$ cat config.mk
export PLATFORM = sky130hd
export DESIGN_NAME = ps2_led_commander
export DESIGN_NICKNAME = d
export VERILOG_FILES = /design/src/rtl/ps2_led_commander.sv
export SDC_FILE = /design/constraint.sdc
export NUM_CORES = 1
export LEC_CHECK = 0
export CAP_MARGIN = 10
export CORE_ASPECT_RATIO = 1.1
export CORE_MARGIN = 3
export CORE_UTILIZATION = 45
export CTS_CLUSTER_SIZE = 40
export DETAILED_ROUTE_END_ITERATION = 8
export DONT_BUFFER_PORTS = 1
export GPL_ROUTABILITY_DRIVEN = 1
export GPL_TIMING_DRIVEN = 1
export PLACE_DENSITY = 0.62
export SLEW_MARGIN = 5
export SYNTH_ARGS = -nofsm -noshare
export SYNTH_HDL_FRONTEND = slang
export SYNTH_SLANG_ARGS = --single-unit
$ cat constraint.sdc
create_clock -name clk -period 2 [get_ports clk]
set_clock_uncertainty 0.2 [all_clocks]
set_input_delay 0.2 -clock clk [delete_from_list [all_inputs] [get_ports clk]]
set_output_delay 0.2 -clock clk [all_outputs]
set_load 0.01 [all_outputs]
$ cat src/rtl/ps2_led_commander.sv
// rtl/ps2_led_commander.sv - PS/2 host LED update sequencer (0xED + LED byte, ack collection, retry)
module ps2_led_commander #(
  parameter int TIMEOUT_CYCLES = 1_000_000,
  parameter int MAX_RETRIES    = 3
) (
  input  logic       clk,
  input  logic       resetn,
  input  logic [2:0] led_state,
  input  logic       update,
  output logic [7:0] the_command,
  output logic       send_command,
  input  logic       command_was_sent,
  input  logic       error_communication_timed_out,
  input  logic [7:0] received_data,
  input  logic       received_data_en,
  output logic       rx_claim,
  output logic       busy,
  output logic       done,
  output logic       fail
);
  localparam int TW = $clog2(TIMEOUT_CYCLES + 1);
  localparam int RW = (MAX_RETRIES < 1) ? 1 : $clog2(MAX_RETRIES + 1);
  localparam logic [TW-1:0] TO_LAST   = TW'(TIMEOUT_CYCLES - 1);
  localparam logic [RW-1:0] RETRY_MAX = RW'(MAX_RETRIES);
  localparam logic [7:0] CMD_SET_LEDS = 8'hED;
  localparam logic [7:0] RSP_ACK      = 8'hFA;
  localparam logic [7:0] RSP_RESEND   = 8'hFE;

  typedef enum logic [2:0] {
    S_IDLE, S_SEND_ED, S_WAIT_ACK1, S_SEND_LED, S_WAIT_ACK2, S_DONE, S_FAIL
  } state_t;

  state_t        state, next_state, retry_target;
  logic [7:0]    led_byte;
  logic [RW-1:0] retry_cnt;
  logic [TW-1:0] wait_cnt;
  logic          pending;
  logic          in_wait, got_ack, got_resend, timed_out, retry, start;
  logic [7:0]    cmd_d;
  logic          send_d, busy_d, done_d, fail_d;

  assign in_wait      = (state == S_WAIT_ACK1) || (state == S_WAIT_ACK2);
  assign got_ack      = in_wait && received_data_en && (received_data == RSP_ACK);
  assign got_resend   = in_wait && received_data_en && (received_data == RSP_RESEND);
  assign rx_claim     = got_ack || got_resend;
  assign timed_out    = in_wait && (wait_cnt == TO_LAST);
  assign start        = (state == S_IDLE) && (update || pending);
  assign retry_target = (retry_cnt < RETRY_MAX) ? S_SEND_ED : S_FAIL;

  always_ff @(posedge clk) begin
    if (!resetn) state <= S_IDLE;
    else         state <= next_state;
  end

  // An ack beats a timeout in the same cycle; a completed send beats a transmitter error.
  always_comb begin
    next_state = state;
    retry      = 1'b0;
    case (state)
      S_IDLE: if (update || pending) next_state = S_SEND_ED;
      S_SEND_ED, S_SEND_LED: begin
        if (command_was_sent)
          next_state = (state == S_SEND_ED) ? S_WAIT_ACK1 : S_WAIT_ACK2;
        else if (error_communication_timed_out)
          retry = 1'b1;
      end
      S_WAIT_ACK1, S_WAIT_ACK2: begin
        if (got_ack)
          next_state = (state == S_WAIT_ACK1) ? S_SEND_LED : S_DONE;
        else if (got_resend || timed_out)
          retry = 1'b1;
      end
      default: next_state = S_IDLE;
    endcase
    if (retry) next_state = retry_target;
  end

  always_comb begin
    send_d = (next_state == S_SEND_ED) || (next_state == S_SEND_LED);
    busy_d = (next_state != S_IDLE);
    done_d = (next_state == S_DONE);
    fail_d = (next_state == S_FAIL);
    cmd_d  = the_command;
    if (next_state == S_SEND_ED)       cmd_d = CMD_SET_LEDS;
    else if (next_state == S_SEND_LED) cmd_d = led_byte;
  end

  always_ff @(posedge clk) begin
    if (!resetn) begin
      the_command  <= 8'h00;
      send_command <= 1'b0;
      busy         <= 1'b0;
      done         <= 1'b0;
      fail         <= 1'b0;
      led_byte     <= 8'h00;
      retry_cnt    <= '0;
      wait_cnt     <= '0;
      pending      <= 1'b0;
    end else begin
      the_command  <= cmd_d;
      send_command <= send_d;
      busy         <= busy_d;
      done         <= done_d;
      fail         <= fail_d;
      if (start) begin
        led_byte  <= {5'b00000, led_state};
        retry_cnt <= '0;
      end else if (retry && (retry_target == S_SEND_ED)) begin
        retry_cnt <= retry_cnt + 1'b1;
      end
      if (start)       pending <= 1'b0;
      else if (update) pending <= 1'b1;
      // Leaves the wait state at TO_LAST, so the counter cannot wrap.
      wait_cnt <= (in_wait && (next_state == state)) ? wait_cnt + 1'b1 : '0;
    end
  end
endmodule
==> metrics.log, run 1 <==
INFO  metric run_status = finished, violations left
INFO  metric violations_in_the_final_reports = setup timing
INFO  metric numClockSinks = 37
INFO  metric die_width = 64.2 um
INFO  metric synthesis.nets = 202
INFO  metric placeableCoreArea = 3470 sq um
INFO  metric place.detailed.hpwl = 2660 um
INFO  metric yosys_warnings = 0
INFO  metric ctsHtreeMaxLevel = 2
INFO  metric worst_setup_path_endpoint = the_command[1]
INFO  metric hold_path.class = in2reg
INFO  metric pin_count_of_the_biggest_net_entering_global_routing = 21
INFO  metric cts_tree = yes
INFO  metric finalCritPeriodShare = 109%
INFO  metric synth.most_common_cell = nor2_1
INFO  metric wire_per_inst = 12.9 um
INFO  metric synth_area_leader_cell = dfxtp_1
INFO  metric insertedDiodeCount = 0
INFO  metric final_design_area_no_fill = 2180 sq um
INFO  metric syn-instance-count = 183
INFO  metric rsz_0062_raised_after_global_routing = true
INFO  metric power_frac_comb = 18.3%
INFO  metric antenna_found_initial = 0
INFO  metric finalWorstSetupSlack = -0.175 ns
INFO  metric synthDistinctLibCells = 39
INFO  metric cp-end-kind = flop
INFO  metric totalPowerFinal = 1.66 mW
INFO  metric achievable-frequency = 460 MHz
INFO  metric synth-edff-count = 0
INFO  metric max-clock-path-buffers = 2
INFO  metric r2r_setup_slack = -0.18 ns
INFO  metric postSynthRegisterBits = 37
INFO  metric synthFlopType = dfxtp_1
INFO  metric power.static_leakage = 0.877 nW
INFO  metric ys_async_sr_fraction = 0%
INFO  metric timing.final.hold_violations = 0
INFO  metric finish.net_count = 239
INFO  metric setup_viol_count_final = 30
INFO  metric rows = 22
INFO  metric io_pins = 30
INFO  metric synth.cell_area = 1680 sq um
INFO  metric first_global_vias = 1404
INFO  metric place_area = 1960 sq um
INFO  metric fin_hold_ws = 0.0231 ns
INFO  metric yosys.area.top_type_share = 44.1%
INFO  metric power.clock.fraction = 31.6%
INFO  metric worst_setup_path_start_kind = flop
INFO  metric synth_top_cells_by_count = nor2_1, dfxtp_1, nand2_1, xor2_1, nand3_1
INFO  metric worst_r2r_startpoint = state[2]
INFO  metric maxCapViolCount = 0
INFO  metric port-buffer-count = 0
INFO  metric vias = 1355
INFO  metric synth-seq-area-share = 44.1%
INFO  metric number_of_buffers_created_by_cts = 5
INFO  metric arrival = 2.23 ns
INFO  metric initial_utilization = 48.4%
INFO  metric die_extent_in_y = 70.0 um
INFO  metric iter_0_drt_violations = 33
INFO  metric synth.avg_cell_area = 9.17 sq um
INFO  metric drtAntennaViolNets = 0
INFO  metric power.sequential.fraction = 50.0%
INFO  metric power_per_cell_area = 764 nW/um^2
INFO  metric utilization = 62.7%
INFO  metric synth.area.top_cells = dfxtp_1, nor2_1, xor2_1
INFO  metric gp_congestion = 0.773
INFO  metric vias_per_inst = 5.04
INFO  metric grt_first_pass_wirelength = 5930 um
INFO  metric gr_usage_total = 16.4%
INFO  metric reg2reg_depth = 6
INFO  metric cell_internal_pwr = 1.21 mW
INFO  metric layout_min_cycle_time = 2.18 ns
INFO  metric overflow = 0
INFO  metric crit_path_start = state[2]
INFO  metric worst_r2r_endpoint = the_command[1]
INFO  metric cts_root_buffer = clkbuf_4
INFO  metric worst_ir_drop_vdd = 0.517 mV
INFO  metric path_class = reg2reg
INFO  metric post-route-drc-count = 0
INFO  metric clk_pin_slew_worst_paths = 0.12 ns
INFO  metric swShare = 27.4%
INFO  metric cp_data_required_time = 2.05 ns
INFO  metric power.net_switching = 456 uW
INFO  metric post_route_cells_drive_above_1_share = 30.8%
INFO  metric drtPass1Iterations = 4
INFO  metric routed_wl = 3480 um
INFO  metric syn2layout_area_growth = 29.7%
INFO  metric insertion_delay = 0.34 ns
INFO  metric fin_tns_setup = -3.64 ns
INFO  metric die-area = 4500 sq um
INFO  metric post_cts.repair.setup_buffers = 0
INFO  metric timing_max_transition_violations_final = 0
INFO  metric maximum_fanout_along_the_worst_path = 5
==> cells in the final DEF (no fill, tap or decap), drive strengths merged, types with 2 or more instances in the layout <==
cell         count
dlygate4sd3      6
mux2i            6
buf             33
nand2b           2
ha               2
a21oi            7
dfxtp           37
xor2            13
or2              2
clkbuf           5
nand4            4
nand2           13
nor2            38
xnor2            8
nand3            9
nor3b            2
and3             7
inv              3
and4             2
nor4b            2
==> layer usage <==
metal	up-vias	share of wire (%)	track usage (%)	wire (um)
met2	16	55	30.2	1910
met5	-	0	0	0
li1	694	-	-	-
met4	0	0.81	4.23	28
met3	5	3.2	5.31	113
met1	640	41	17.7	1430
==> how the worst min path moves through the flow <==
stage	startpoint	depth (start not counted)	to
5_1_grt	resetn	3	wait_cnt[0]
6_report	resetn	3	wait_cnt[1]
3_5_place_dp	resetn	1	state[2]
3_3_place_gp	resetn	1	state[2]
2_1_floorplan	resetn	1	state[2]
4_1_cts	command_was_sent	2	state[2]
==> state kept, by name (all words and copies together) (netlist names) <==
signal / cells
send_command: 1
done: 1
retry_cnt: 2
fail: 1
wait_cnt: 20
busy: 1
pending: 1
state: 3
led_byte: 3
the_command: 4
==> worst max-delay path, cell delays in order (launching register included) <==
cell and delay [ns]:
dfxtp_4 0.37, xnor2_2 0.13, or2_4 0.28, or4b_4 0.54
a21o_4 0.24, a21boi_4 0.16, and3_1 0.16
==> what timing repair did <==
item | in CTS | in global routing
hold endpoints to repair | 15 | 0
resized for setup | 9 | 7
gates cloned | 0 | 0
hold buffers | 6 | 0
endpoints found under the setup margin | 30 | 33
pin swaps | 2 | 1
==> kinds of logic (layout without fill, tap and decap cells) <==
logic type / after synthesis / count (layout) / synth area share, %
xor+xnor: 21 / 21 / 11.0
other cells: 1 / 1 / 0.223
buf+inv: 12 / 50 / 4.47
flops: 37 / 37 / 44.1
compound gates: 15 / 15 / 7.90
fa+ha+maj: 2 / 2 / 1.49
mux: 7 / 7 / 4.25
simple gates: 88 / 88 / 26.5
==> cell type report <==
cell class	instances	area, sq um
fillers	321	1290
multi-input cells	134	946
flip-flops and latches	37	747
repair buffers	39	328
well taps	48	60.1
clock inverters	3	46.3
clock buffers	5	37.5
inverters	3	11.3
==> power by group through the flow <==
stage / logic (mW) / clock network [mW] / registers (mW)
floorplan: 0.212 / 0 / 0.838
global placement: 0.257 / 0 / 0.849
detailed placement: 0.265 / 0 / 0.851
CTS: 0.285 / 0.533 / 0.834
global route: 0.330 / 0.574 / 0.839
finish: 0.305 / 0.526 / 0.832
==> through the flow <==
stage | instances | worst slack [ns]
5_1_grt | 269 | -0.254
3_5_place_dp | 255 | -0.229
6_report | 269 | -0.175
2_1_floorplan | 183 | -0.136
3_3_place_gp | 255 | -0.214
4_1_cts | 269 | -0.172
Note: power is estimated with default switching activity, not from simulation.
==> run 2, diff against run 1 <==
--- a/config.mk
+++ b/config.mk
@@ -14,7 +14,8 @@
 export DONT_BUFFER_PORTS = 1
 export GPL_ROUTABILITY_DRIVEN = 1
 export GPL_TIMING_DRIVEN = 1
-export PLACE_DENSITY = 0.62
+export PLACE_DENSITY = 0.6
+export REMOVE_ABC_BUFFERS = 1
 export SLEW_MARGIN = 5
 export SYNTH_ARGS = -nofsm -noshare
 export SYNTH_HDL_FRONTEND = slang
==> run 2 against run 1 <==
Against the previous run:
- the run still ends with setup timing left
- highest routed layer unchanged
- sequential cell count stayed put
- sequential share of layout area is 2.1 points lower
- core utilization is 3.9 points higher
- clock power is 23% higher
- register-to-register slack worse by 0.04 ns
- global-route usage is 1.9 points higher
- wire length is 8.4% higher
- cell count is 3.3% higher
- critical endpoint is now wait_cnt[11]
- via count is 4.1% higher
==> metrics.log, run 2 (synthesis gave the netlist of run 1 again) <==
INFO  metric run_status = finished, violations left
INFO  metric violations_in_the_final_reports = setup timing
INFO  metric r2r_setup_slack = -0.22 ns (-0.04 ns)
INFO  metric layout_common_cells = nor2_1, dfxtp_1, buf_4, xor2_1, nand2_1
INFO  metric critical-path-max-stage-delay = 0.55 ns (about the same)
INFO  metric utilization = 66.6% (+3.9 points)
INFO  metric finalCritPeriodShare = 111% (+2.0 points)
INFO  metric fin_hold_ws = 0.0456 ns (+0.0225 ns)
INFO  metric layout_top_registers = wait_cnt x20, the_command x4
INFO  metric clk_pin_slew_worst_paths = 0.12 ns (about the same)
INFO  metric min_from = received_data[2]
INFO  metric pin_count_of_the_biggest_net_entering_global_routing = 13 (-38%)
INFO  metric worst_setup_path_endpoint = wait_cnt[11]
INFO  metric achievable-frequency = 451 MHz (-1.8%)
INFO  metric rsz_0062_raised_after_global_routing = true
INFO  metric timing.final.hold_violations = 0 (unchanged)
INFO  metric ctsHtreeMaxLevel = 2 (unchanged)
INFO  metric swShare = 25.7% (-1.7 points)
INFO  metric drtAntennaViolNets = 0 (unchanged)
INFO  metric hold_path.class = in2reg
INFO  metric power.static_leakage = 0.947 nW (+8.0%)
INFO  metric port-buffer-count = 0 (unchanged)
INFO  metric worst_r2r_startpoint = state[2]
INFO  metric routed_wl = 3770 um (+8.4%)
INFO  metric largest_register_ffs = 20 (unchanged)
INFO  metric reg2reg_depth = 7 (+1)
INFO  metric power.clock.fraction = 35.6% (+4.0 points)
INFO  metric critical_path_depth = 7 (+1)
INFO  metric vias = 1410 (+4.1%)
INFO  metric finalWorstSetupSlack = -0.216 ns (-0.0407 ns)
INFO  metric finish.net_count = 248 (+3.8%)
INFO  metric finalNonFillerCells = 278 (+3.3%)
INFO  metric power_frac_comb = 18.4% (about the same)
INFO  metric post-route-drc-count = 0 (unchanged)
INFO  metric rows = 22 (unchanged)
INFO  metric power_per_cell_area = 784 nW/um^2 (+2.6%)
INFO  metric cell_internal_pwr = 1.35 mW (+11%)
INFO  metric vias_per_inst = 5.07 (+0.69%)
INFO  metric worst_r2r_endpoint = wait_cnt[11]
INFO  metric cp-end-kind = flop
INFO  metric io_pins = 30 (unchanged)
INFO  metric path_class = reg2reg
INFO  metric overflow = 0 (unchanged)
INFO  metric gp_congestion = 0.810 (+4.8%)
INFO  metric timing_max_transition_violations_final = 0 (unchanged)
INFO  metric power.net_switching = 466 uW (+2.0%)
INFO  metric dp_cells = 256 (+0.39%)
INFO  metric power.sequential.fraction = 46.0% (-4.0 points)
INFO  metric antenna_found_initial = 0 (unchanged)
INFO  metric setup_viol_count_final = 30 (unchanged)
INFO  metric grt_first_pass_wirelength = 6440 um (+8.7%)
INFO  metric numClockSinks = 37 (unchanged)
INFO  metric fill_cells = 289 (-10%)
INFO  metric arrival = 2.27 ns (+0.04 ns)
INFO  metric cts_root_buffer = clkbuf_4
INFO  metric gr_usage_total = 18.2% (+1.9 points)
INFO  metric number_of_buffers_created_by_cts = 5 (unchanged)
INFO  metric die-area = 4500 sq um (unchanged)
INFO  metric cp_slowest_cell = or4b_4
INFO  metric maximum_fanout_along_the_worst_path = 5 (unchanged)
INFO  metric worst_ir_drop_vdd = 0.581 mV (+12%)
INFO  metric placeableCoreArea = 3470 sq um (unchanged)
INFO  metric initial_utilization = 48.4% (unchanged)
INFO  metric max-clock-path-buffers = 2 (unchanged)
INFO  metric wire_per_inst = 13.6 um (+4.9%)
INFO  metric worst_setup_path_start_kind = flop
INFO  metric crit_path_start = state[2]
INFO  metric place.detailed.hpwl = 2650 um (-0.24%)
INFO  metric insertion_delay = 0.36 ns (+0.02 ns)
INFO  metric drtPass1Iterations = 4 (unchanged)
INFO  metric totalPowerFinal = 1.81 mW (+8.9%)
INFO  metric timing.critical_path.buf_inv = 1 (+1)
INFO  metric layout_min_cycle_time = 2.22 ns (+0.0407 ns)
INFO  metric critical_path.top_delay_family = simple AND/OR/NAND/NOR gates
INFO  metric post_route_cells_drive_above_1_share = 36.5% (+5.8 points)
INFO  metric syn2layout_area_growth = 37.7%
INFO  metric first_global_vias = 1454 (+3.6%)
INFO  metric cp_data_required_time = 2.05 ns (about the same)
INFO  metric cell_breakdown_of_the_critical_path = xnor2_1 -> or2_4 -> or4b_4 -> and2_4 -> nand4_1 -> bufbuf_16 -> nor2_1
INFO  metric iter_0_drt_violations = 44 (+33%)
INFO  metric maxCapViolCount = 0 (unchanged)
INFO  metric insertedDiodeCount = 0 (unchanged)
INFO  metric cts_tree = yes
INFO  metric die_extent_in_y = 70.0 um (unchanged)
INFO  metric die_width = 64.2 um (unchanged)
INFO  metric max_flop_register = wait_cnt
run 2: changes by cell type in the layout (fill, tap and decap cells not counted), moves of 3 or more:
cell           delta
nor2_1            -3
nor2_2            +3
dlygate4sd3_1     +3
buf_4             +3
run 2: through the flow:
step	TNS (ns)	setup slack, ns	area (sq um)
floorplan	-8.01	-0.370	1610
global placement	-5.75	-0.228	1940
detailed placement	-5.43	-0.223	1940
CTS	-4.16	-0.202	2260
global route	-7.14	-0.299	2310
finish	-4.79	-0.216	2310
run 2: layout make-up:
| type | count | area [sq um] | area share [%] |
|---|---|---|---|
| multi-input combinational | 134 | 956 | 41.4 |
| sequential | 37 | 744 | 32.2 |
| timing repair buffer | 48 | 435 | 18.9 |
| clock inverter | 3 | 65.1 | 2.82 |
| tap | 48 | 60.1 | 2.60 |
| clock buffer | 5 | 37.5 | 1.63 |
| inverter | 3 | 11.3 | 0.488 |
run 2: routing by layer:
layer	track usage (%)	share of wire, %
met5	0	0
met4	9.15	3.2
met3	4.66	5.1
met2	33.3	54
met1	18.9	38
run 2: worst min-delay path by stage:
stage,slack (ns),to,cells after the start
final,0.05,state[0],4
after global routing,0.06,state[0],4
after CTS,-0.24,state[2],1
after detailed placement,0.14,state[2],1
after global placement,0.15,the_command[1],1
after floorplan,0.13,state[2],1
run 2: power by group through the flow:
| stage | Combinational [mW] | Clock (mW) | Sequential, mW |
|---|---|---|---|
| after floorplan | 0.158 | 0 | 0.844 |
| after global placement | 0.240 | 0 | 0.845 |
| after detailed placement | 0.252 | 0 | 0.848 |
| after CTS | 0.302 | 0.653 | 0.831 |
| after global routing | 0.359 | 0.676 | 0.840 |
| final | 0.332 | 0.645 | 0.833 |
run 2: worst min-delay path: stages:
cell and delay, ns:
o32ai_2 0.09, buf_4 0.16, nand2_2 0.07, a21oi_2 0.05
run 2: repair_timing:
action,CTS,global route
endpoints found under the setup margin,30,31
setup buffers,3,0
resized for setup,19,10
hold endpoints to repair,17,6
hold buffers,8,1
pin swaps,17,3
gates cloned,2,0
==> run 3, diff against run 2 <==
--- a/config.mk
+++ b/config.mk
@@ -6,15 +6,17 @@
 export NUM_CORES = 1
 export LEC_CHECK = 0
 export CAP_MARGIN = 10
+export CELL_PAD_IN_SITES_DETAIL_PLACEMENT = 0
+export CELL_PAD_IN_SITES_GLOBAL_PLACEMENT = 1
 export CORE_ASPECT_RATIO = 1.1
 export CORE_MARGIN = 3
-export CORE_UTILIZATION = 45
+export CORE_UTILIZATION = 42
 export CTS_CLUSTER_SIZE = 40
 export DETAILED_ROUTE_END_ITERATION = 8
 export DONT_BUFFER_PORTS = 1
 export GPL_ROUTABILITY_DRIVEN = 1
 export GPL_TIMING_DRIVEN = 1
-export PLACE_DENSITY = 0.6
+export PLACE_DENSITY = 0.71
 export REMOVE_ABC_BUFFERS = 1
 export SLEW_MARGIN = 5
 export SYNTH_ARGS = -nofsm -noshare
==> run 3 against run 2 <==
Against the previous run:
- the flow still finishes with violations (setup timing)
- cell area shrank 2.8%
- die area grew 6.5%
- critical path type unchanged
- global-route usage shrank 2.1 points
- core utilization shrank 6.6 points
==> metrics.log, run 3 (synthesis gave the netlist of run 1 again) <==
INFO  metric run_status = finished, violations left
INFO  metric violations_in_the_final_reports = setup timing
INFO  metric crit_path_start = state[2]
INFO  metric largest_register_ffs = 20 (unchanged)
INFO  metric setup_viol_count_final = 30 (unchanged)
INFO  metric gr_usage_total = 16.1% (-2.1 points)
INFO  metric drtAntennaViolNets = 0 (unchanged)
INFO  metric first_global_vias = 1356 (-6.7%)
INFO  metric syn2layout_area_growth = 33.8%
INFO  metric iter_0_drt_violations = 60 (+36%)
INFO  metric worst_r2r_startpoint = state[2]
INFO  metric die_width = 66.3 um (+3.2%)
INFO  metric maximum_fanout_along_the_worst_path = 5 (unchanged)
INFO  metric die_extent_in_y = 72.3 um (+3.2%)
INFO  metric port-buffer-count = 0 (unchanged)
INFO  metric vias_per_inst = 4.96 (-2.1%)
INFO  metric final-seq-area = 744 sq um (unchanged)
INFO  metric cell_breakdown_of_the_critical_path = xnor2_1 -> or2_4 -> or4b_4 -> and2_4 -> nand4_1 -> buf_6 -> clkbuf_16 -> nor2_1
INFO  metric post-route-drc-count = 0 (unchanged)
INFO  metric power.sequential.fraction = 45.6% (-0.4 points)
INFO  metric timing_max_transition_violations_final = 0 (unchanged)
INFO  metric max-clock-path-buffers = 2 (unchanged)
INFO  metric routed_wl = 3700 um (-1.9%)
INFO  metric power_frac_comb = 16.8% (-1.6 points)
INFO  metric gp_congestion = 0.835 (+3.1%)
INFO  metric multi_input_comb_area = 910 sq um (-4.8%)
INFO  metric post_route_cells_drive_above_1_share = 32.0% (-4.5 points)
INFO  metric cell_internal_pwr = 1.35 mW (+0.10%)
INFO  metric drtPass1Iterations = 4 (unchanged)
INFO  metric power.clock.fraction = 37.6% (+2.0 points)
INFO  metric layout_top_registers = wait_cnt x20, the_command x4
INFO  metric timing.final.hold_violations = 0 (unchanged)
INFO  metric worst_setup_path_start_kind = flop
INFO  metric wire_per_inst = 13.4 um (-0.87%)
INFO  metric rows = 23 (+4.5%)
INFO  metric hold_path.class = in2reg
INFO  metric final_design_area_no_fill = 2240 sq um (-2.8%)
INFO  metric swShare = 25.8% (+0.096 points)
INFO  metric cts_tree = yes
INFO  metric die-area = 4790 sq um (+6.5%)
INFO  metric power_per_cell_area = 809 nW/um^2 (+3.1%)
INFO  metric pin_count_of_the_biggest_net_entering_global_routing = 13 (unchanged)
INFO  metric arrival = 2.18 ns (-0.09 ns)
INFO  metric finalCritPeriodShare = 110% (-1.2 points)
INFO  metric path_class = reg2reg
INFO  metric place_area = 1920 sq um (-1.0%)
INFO  metric layout_min_cycle_time = 2.19 ns (-0.0246 ns)
INFO  metric insertedDiodeCount = 0 (unchanged)
INFO  metric cp_slowest_cell = or4b_4
INFO  metric worst_ir_drop_vdd = 0.635 mV (+9.3%)
INFO  metric worst_hold_path.num_cells = 2 (-2)
INFO  metric clk_pin_slew_worst_paths = 0.08 ns (-0.04 ns)
INFO  metric fill_cells = 327 (+13%)
INFO  metric max_flop_register = wait_cnt
INFO  metric numClockSinks = 37 (unchanged)
INFO  metric min_from = resetn
INFO  metric layout_common_cells = nor2_1, dfxtp_1, buf_4, xor2_1, nand2_1
INFO  metric overflow = 0 (unchanged)
INFO  metric vias = 1365 (-3.2%)
INFO  metric fin_hold_ws = 0.0469 ns (+0.00134 ns)
INFO  metric reg2reg_depth = 8 (+1)
INFO  metric finish.net_count = 243 (-2.0%)
INFO  metric utilization = 60.0% (-6.6 points)
INFO  metric final_common_cell = nor2_1
INFO  metric finalWorstSetupSlack = -0.192 ns (+0.0246 ns)
INFO  metric cts_root_buffer = clkbuf_8
INFO  metric rsz_0062_raised_after_global_routing = true
INFO  metric totalPowerFinal = 1.81 mW (+0.23%)
INFO  metric number_of_buffers_created_by_cts = 5 (unchanged)
INFO  metric cp_data_required_time = 1.99 ns (-0.06 ns)
INFO  metric achievable-frequency = 456 MHz (+1.1%)
INFO  metric io_pins = 30 (unchanged)
INFO  metric place.detailed.hpwl = 2510 um (-5.2%)
INFO  metric maxCapViolCount = 0 (unchanged)
INFO  metric cp-end-kind = flop
INFO  metric grt_first_pass_wirelength = 5910 um (-8.2%)
INFO  metric insertion_delay = 0.29 ns (-0.07 ns)
INFO  metric critical-path-max-stage-delay = 0.56 ns (about the same)
INFO  metric power.static_leakage = 0.927 nW (-2.2%)
INFO  metric power.net_switching = 468 uW (+0.61%)
INFO  metric antenna_found_initial = 0 (unchanged)
INFO  metric initial_utilization = 44.8% (-3.5 points)
INFO  metric ctsHtreeMaxLevel = 2 (unchanged)
INFO  metric placeableCoreArea = 3740 sq um (+7.9%)
## run 3: changes by cell type in the layout (fill, tap and decap cells not counted), moves of 2 or more
cell           before  now
nor2_1             34   37
clkbuf_8            0    6
clkbuf_4            5    0
nor2_2              4    1
mux2i_1             4    6
and3_4              2    0
clkbuf_16           0    2
dlygate4sd3_1       9    6
and3_1              4    6
buf_4              33   31
mux2i_2             2    0
## run 3: final cells by class
class	instances	share of cell area [%]
clock buffers	6	3.68
clock inverters	2	1.67
inverters	3	0.502
multi-input cells	134	40.5
flip-flops and latches	37	33.2
well taps	50	2.79
repair buffers	43	17.7
## run 3: critical path: cells and delay by family (launching register included)
| kind | cells | cell delay [ns] |
|---|---|---|
| DFF | 1 | 0.34 |
| xor gates and xnor gates | 1 | 0.13 |
| buffers and inverters | 2 | 0.29 |
| and+or+nand+nor | 5 | 1.13 |
## run 3: power by group through the flow
| stage | logic [mW] | clock network, mW | registers, mW |
|---|---|---|---|
| after detailed placement | 0.246 | 0 | 0.846 |
| after global routing | 0.333 | 0.738 | 0.836 |
| after CTS | 0.283 | 0.701 | 0.829 |
| after global placement | 0.240 | 0 | 0.845 |
| final | 0.305 | 0.682 | 0.828 |
| after floorplan | 0.158 | 0 | 0.844 |
## run 3: stage by stage
step | setup TNS, ns | std cells | worst slack, ns
6_report | -4.38 | 275 | -0.192
2_1_floorplan | -8.01 | 174 | -0.370
4_1_cts | -4.40 | 271 | -0.203
3_3_place_gp | -4.60 | 255 | -0.188
5_1_grt | -6.32 | 275 | -0.253
3_5_place_dp | -4.45 | 255 | -0.190
## run 3: worst paths after layout
kind / end / slack (ns)
worst min-delay path: led_byte[1] / 0.05
worst min register to register: led_byte[1] / 0.30
worst max-delay path: wait_cnt[16] / -0.19
worst max register to register: wait_cnt[16] / -0.19
## run 3: repair_timing
action	in CTS	in global routing
setup endpoints to repair	30	31
gates cloned	2	1
hold buffers	5	1
buffers inserted	1	2
pin swaps	11	4
hold endpoints to repair	10	6
gates resized for setup	13	5
## run 3: per-layer routing
layer	part of all wire [%]	global-route usage, %
met1	42	17.4
met2	52	28.9
met3	3.9	4.80
met4	2.1	6.55
met5	0	0
